$ cat config.mk
export PLATFORM = sky130hd
export DESIGN_NAME = mismatch_monitor
export DESIGN_NICKNAME = d
export VERILOG_FILES = /design/src/rtl/mismatch_monitor.sv
export SDC_FILE = /design/constraint.sdc
export NUM_CORES = 1
export LEC_CHECK = 0
export BUFFER_PORTS_ARGS = -buffer_cell sky130_fd_sc_hd__buf_4
export CAP_MARGIN = 10
export CORE_AREA = 10 10 74 76
export CTS_CLUSTER_DIAMETER = 80
export DETAILED_ROUTE_END_ITERATION = 16
export DIE_AREA = 0 0 84 86
export PLACE_DENSITY = 0.67
export SLEW_MARGIN = 10
export SYNTH_ARGS = -nofsm -noshare
export SYNTH_HDL_FRONTEND = slang
export SYNTH_SLANG_ARGS = --single-unit
$ cat constraint.sdc
create_clock -name CLOCK_50 -period 2.4 [get_ports CLOCK_50]
set_clock_uncertainty 0.15 [all_clocks]
set_input_delay 0.12 -clock CLOCK_50 [delete_from_list [all_inputs] [get_ports CLOCK_50]]
set_output_delay 0.12 -clock CLOCK_50 [all_outputs]
set_load 0.05 [all_outputs]
$ cat src/rtl/mismatch_monitor.sv
// mismatch_monitor: synchronizes and debounces the dual2 comparator's
// inequality flag, counts debounced rising mismatch events, and shows the
// count, a sticky mismatch-seen flag and the debounced level on LEDR.
// Compile-time option: define MISMATCH_MONITOR_SAT_EN to make the event
// counter saturate at its maximum instead of wrapping to zero.
module mismatch_monitor #(
  parameter int DEBOUNCE_CYCLES = 16,
  parameter int CNT_W           = 8
) (
  input  logic       CLOCK_50,
  input  logic [3:0] KEY,
  input  logic       neq,
  output logic [9:0] LEDR
);

  typedef enum logic [1:0] {
    LOW       = 2'd0,
    WAIT_HIGH = 2'd1,
    HIGH      = 2'd2,
    WAIT_LOW  = 2'd3
  } state_t;

  localparam logic [15:0]      TIMER_LAST = 16'(DEBOUNCE_CYCLES - 1);
  localparam logic [CNT_W-1:0] CNT_MAX    = {CNT_W{1'b1}};
  localparam logic [CNT_W-1:0] CNT_ONE    = CNT_W'(1);

  logic             rst_n;
  logic             clr_n;
  logic             unused_keys;

  logic             s1_reg;
  logic             s2_reg;
  state_t           state_reg;
  state_t           state_next;
  logic [15:0]      timer_reg;
  logic [15:0]      timer_next;
  logic             mismatch_event;
  logic [CNT_W-1:0] count_reg;
  logic             seen_reg;

  assign rst_n       = KEY[0];
  assign clr_n       = KEY[1];
  assign unused_keys = ^KEY[3:2];

  // Two-flop synchronizer for the asynchronous comparator flag.
  always_ff @(posedge CLOCK_50) begin
    if (!rst_n) begin
      s1_reg <= 1'b0;
      s2_reg <= 1'b0;
    end else begin
      s1_reg <= neq;
      s2_reg <= s1_reg;
    end
  end

  // Debounce FSM state and timer registers; clear does not touch them.
  always_ff @(posedge CLOCK_50) begin
    if (!rst_n) begin
      state_reg <= LOW;
      timer_reg <= 16'd0;
    end else begin
      state_reg <= state_next;
      timer_reg <= timer_next;
    end
  end

  // Next-state logic: a level change is accepted after DEBOUNCE_CYCLES
  // consecutive opposite samples; the rising acceptance is the event.
  always_comb begin
    state_next     = state_reg;
    timer_next     = timer_reg;
    mismatch_event = 1'b0;
    case (state_reg)
      LOW: begin
        if (s2_reg) begin
          state_next = WAIT_HIGH;
          timer_next = 16'd1;
        end
      end
      WAIT_HIGH: begin
        if (!s2_reg) begin
          state_next = LOW;
          timer_next = 16'd0;
        end else if (timer_reg == TIMER_LAST) begin
          state_next     = HIGH;
          timer_next     = 16'd0;
          mismatch_event = 1'b1;
        end else begin
          timer_next = timer_reg + 16'd1;
        end
      end
      HIGH: begin
        if (!s2_reg) begin
          state_next = WAIT_LOW;
          timer_next = 16'd1;
        end
      end
      WAIT_LOW: begin
        if (s2_reg) begin
          state_next = HIGH;
          timer_next = 16'd0;
        end else if (timer_reg == TIMER_LAST) begin
          state_next = LOW;
          timer_next = 16'd0;
        end else begin
          timer_next = timer_reg + 16'd1;
        end
      end
      default: begin
        state_next = LOW;
        timer_next = 16'd0;
      end
    endcase
  end

  // Event counter and sticky flag; reset beats clear, clear beats an event.
  always_ff @(posedge CLOCK_50) begin
    if (!rst_n) begin
      count_reg <= '0;
      seen_reg  <= 1'b0;
    end else if (!clr_n) begin
      count_reg <= '0;
      seen_reg  <= 1'b0;
    end else if (mismatch_event) begin
      seen_reg <= 1'b1;
`ifdef MISMATCH_MONITOR_SAT_EN
      if (count_reg != CNT_MAX) begin
        count_reg <= count_reg + CNT_ONE;
      end
`else
      count_reg <= count_reg + CNT_ONE;
`endif
    end
  end

  // Count field of LEDR; bits beyond CNT_W read as zero.
  generate
    for (genvar gi = 0; gi < 8; gi++) begin : g_count_led
      if (gi < CNT_W) begin : g_bit
        assign LEDR[gi] = count_reg[gi];
      end else begin : g_zero
        assign LEDR[gi] = 1'b0;
      end
    end
  endgenerate

  assign LEDR[8] = seen_reg;
  assign LEDR[9] = (state_reg == HIGH) || (state_reg == WAIT_LOW);

endmodule

==> results by group <==
Worst setup path
  • Critical path peak fanout: 16
  • Startpoint types: flip-flop
  • Worst setup path class: reg2reg
  • R2r setup slk: 460 ps
  • Critical Path RT: 2460 ps
  • Worst r2r path cells: 5
  • Worst Setup End Kind: flip-flop
  • Critical path arrival: 2000 ps

Min path
  • Worst hold path type: in2reg
  • Hold depth: 4

Placed design
  • Routability cong.: 0.800
  • Total placed cells including tap cells: 229
  • Detailed placer's ending HPWL: 2410 microns
  • Number of port buffers: 13

Route
  • Via density: 5.85
  • Iteration-0 DRC Markers: 61
  • First drt pass iteration count: 4
  • Total number of vias: 1399
  • Final wirelength: 3430 microns
  • Drt drc: 0
  • ANT nets after route: 0
  • Drt wl/cell: 14.3 microns

Status
  • Run status: finished clean

Final layout
  • Layout area overhead: 15.6%
  • Max FFs per register: 16
  • Final Non-Filler Cells: 239
  • Ratio of cells with drive above 1 in the final layout: 0.175
  • Fillers: 419
  • Most frequent cells in the layout: dfxtp_1 (29), nand2_1 (21), buf_4 (17)
  • # diodes: 0
  • Final nets: 197
  • Multi-input gate area: 900 sq um
  • Sequential Area: 581 sq um
  • Leading cell type in the layout, fill and taps excluded: dfxtp_1

Die
  • Ports: 16
  • Initial Utilization: 0.391
  • Die ar.: 7220 sq um
  • Std-Cell Rows: 23
  • Die Ht: 86 microns
  • Core area: 3970 sq um
  • DIE WIDTH: 84 microns

Timing
  • Tmin final: 1940 ps
  • Slew Limit Fails: 0
  • Worst slew margin: 0.760
  • Post-route clock period utilization: 0.807
  • Total Neg Setup Slack: 0 ps
  • RSZ-0062 raised after global routing: no
  • Hold WS: 209 ps
  • Worst-margin pin slew: 359 ps
  • Final setup fails: 0
  • Final hold violation count: 0
  • Fmax: 0.516 GHz

Global routing
  • GRT Residual Overflow: 0
  • Initial antenna violation count: 0
  • Number of global-route vias before repair: 1328
  • Pin count of the biggest net entering global routing: 17
  • First-pass GRT wire length: 5870 microns
  • GRT Total Usage: 0.0964

CTS
  • Cts repair resizes: 0
  • Clk buf depth: 2
  • Root buffer cell: clkbuf_8
  • CTS tree: built
  • CTS Sinks: 29
  • Clk_lat worst skew: 270 ps
  • Setup Buffers After CTS: 0
  • H-tree depth: 2
  • Hold_buf cts: 3
  • Cts bufs inserted: 5
  • CTS clk-pin slew, worst paths: 70 ps

Power
  • Cell Pwr Density: 515 nW/um^2
  • Pleak: 0.648 nW
  • Total power: 924 uW
  • Peak supply drop: 294 uV

Yosys
  • Cells after synthesis: 172
  • Post-synth EDFFs: 0
  • Ys Warns: 0
  • Post-Syn Area: 1550 sq um
  • Post-synthesis sequential area ratio: 0.374
  • Flops & latches, synth: 29
  • Top FF cell, synth: dfxtp_1
  • Distinct cell type count of the synthesized netlist: 46
  • Net count after synthesis: 180
  • Synthesized area per cell: 9.02 sq um
  • Synth async-reset ratio: 0

Flow run
  • Max-Cap Viols: 0
==> logic make-up (layout without fill, tap and decap cells) <==
kind of cell    count (synthesis)  after routing  share of synthesized area
fa+ha+maj                       2              2                     0.0161
buf+inv                        12             29                     0.0460
compound gates                 39             39                      0.169
simple gates                   84             84                      0.354
xor+xnor                        4              4                     0.0274
flops                          29             29                      0.374
mux                             2              2                     0.0129
==> per-stage QoR <==
stage          cell area [sq um]   util  worst slack, ps
3_5_place_dp                1680  0.422              444
6_report                    1790  0.452              463
3_3_place_gp                1680  0.422              482
4_1_cts                     1790  0.452              441
5_1_grt                     1790  0.452              280
2_1_floorplan               1550      -              633
==> worst paths after layout <==
kind | from | end
setup reg to reg | timer_reg[0] | count_reg[5]
hold / removal | KEY[1] | count_reg[2]
setup / recovery | timer_reg[0] | count_reg[5]
hold reg to reg | s1_reg | s2_reg
==> cells in the mapped netlist, drive strengths merged, types with 4 or more instances <==
| master | n | area share |
|---|---|---|
| buf | 5 | 0.029 |
| dfxtp | 29 | 0.37 |
| nand4 | 10 | 0.050 |
| or3 | 4 | 0.016 |
| nor4 | 6 | 0.053 |
| or4 | 7 | 0.034 |
| a31oi | 12 | 0.048 |
| xor2 | 4 | 0.027 |
| o211ai | 5 | 0.024 |
| nand2 | 21 | 0.051 |
| o21ai | 7 | 0.023 |
| nand3 | 9 | 0.029 |
| clkbuf | 5 | 0.012 |
| and4 | 6 | 0.035 |
==> power breakdown <==
part	internal (mW)	total [mW]	switching (mW)
Sequential	0.484	0.488	0.00333
Combinational	0.0157	0.0347	0.0190
Clock	0.227	0.402	0.175
==> routing by layer <==
metal | global-route usage | part of all wire | vias up
met5 | 0 | 0 | -
met4 | 0.0685 | 0.024 | 0
met3 | 0.0284 | 0.032 | 8
met2 | 0.153 | 0.47 | 21
met1 | 0.108 | 0.47 | 669
li1 | - | - | 701
==> worst max-delay path, stage by stage (launching register included) <==
cell	delay, ps
dfxtp_1	400
ha_1	250
and4_1	260
nand4_4	220
or4_1	510
o21ai_0	80
==> final cells by class <==
cell class,count,share of cell area
inverters,2,0.00418
flip-flops and latches,29,0.324
multi-input cells,131,0.501
clock buffers,7,0.0481
well taps,50,0.0349
repair buffers,20,0.0879
Power figures use the tool's default switching activity.
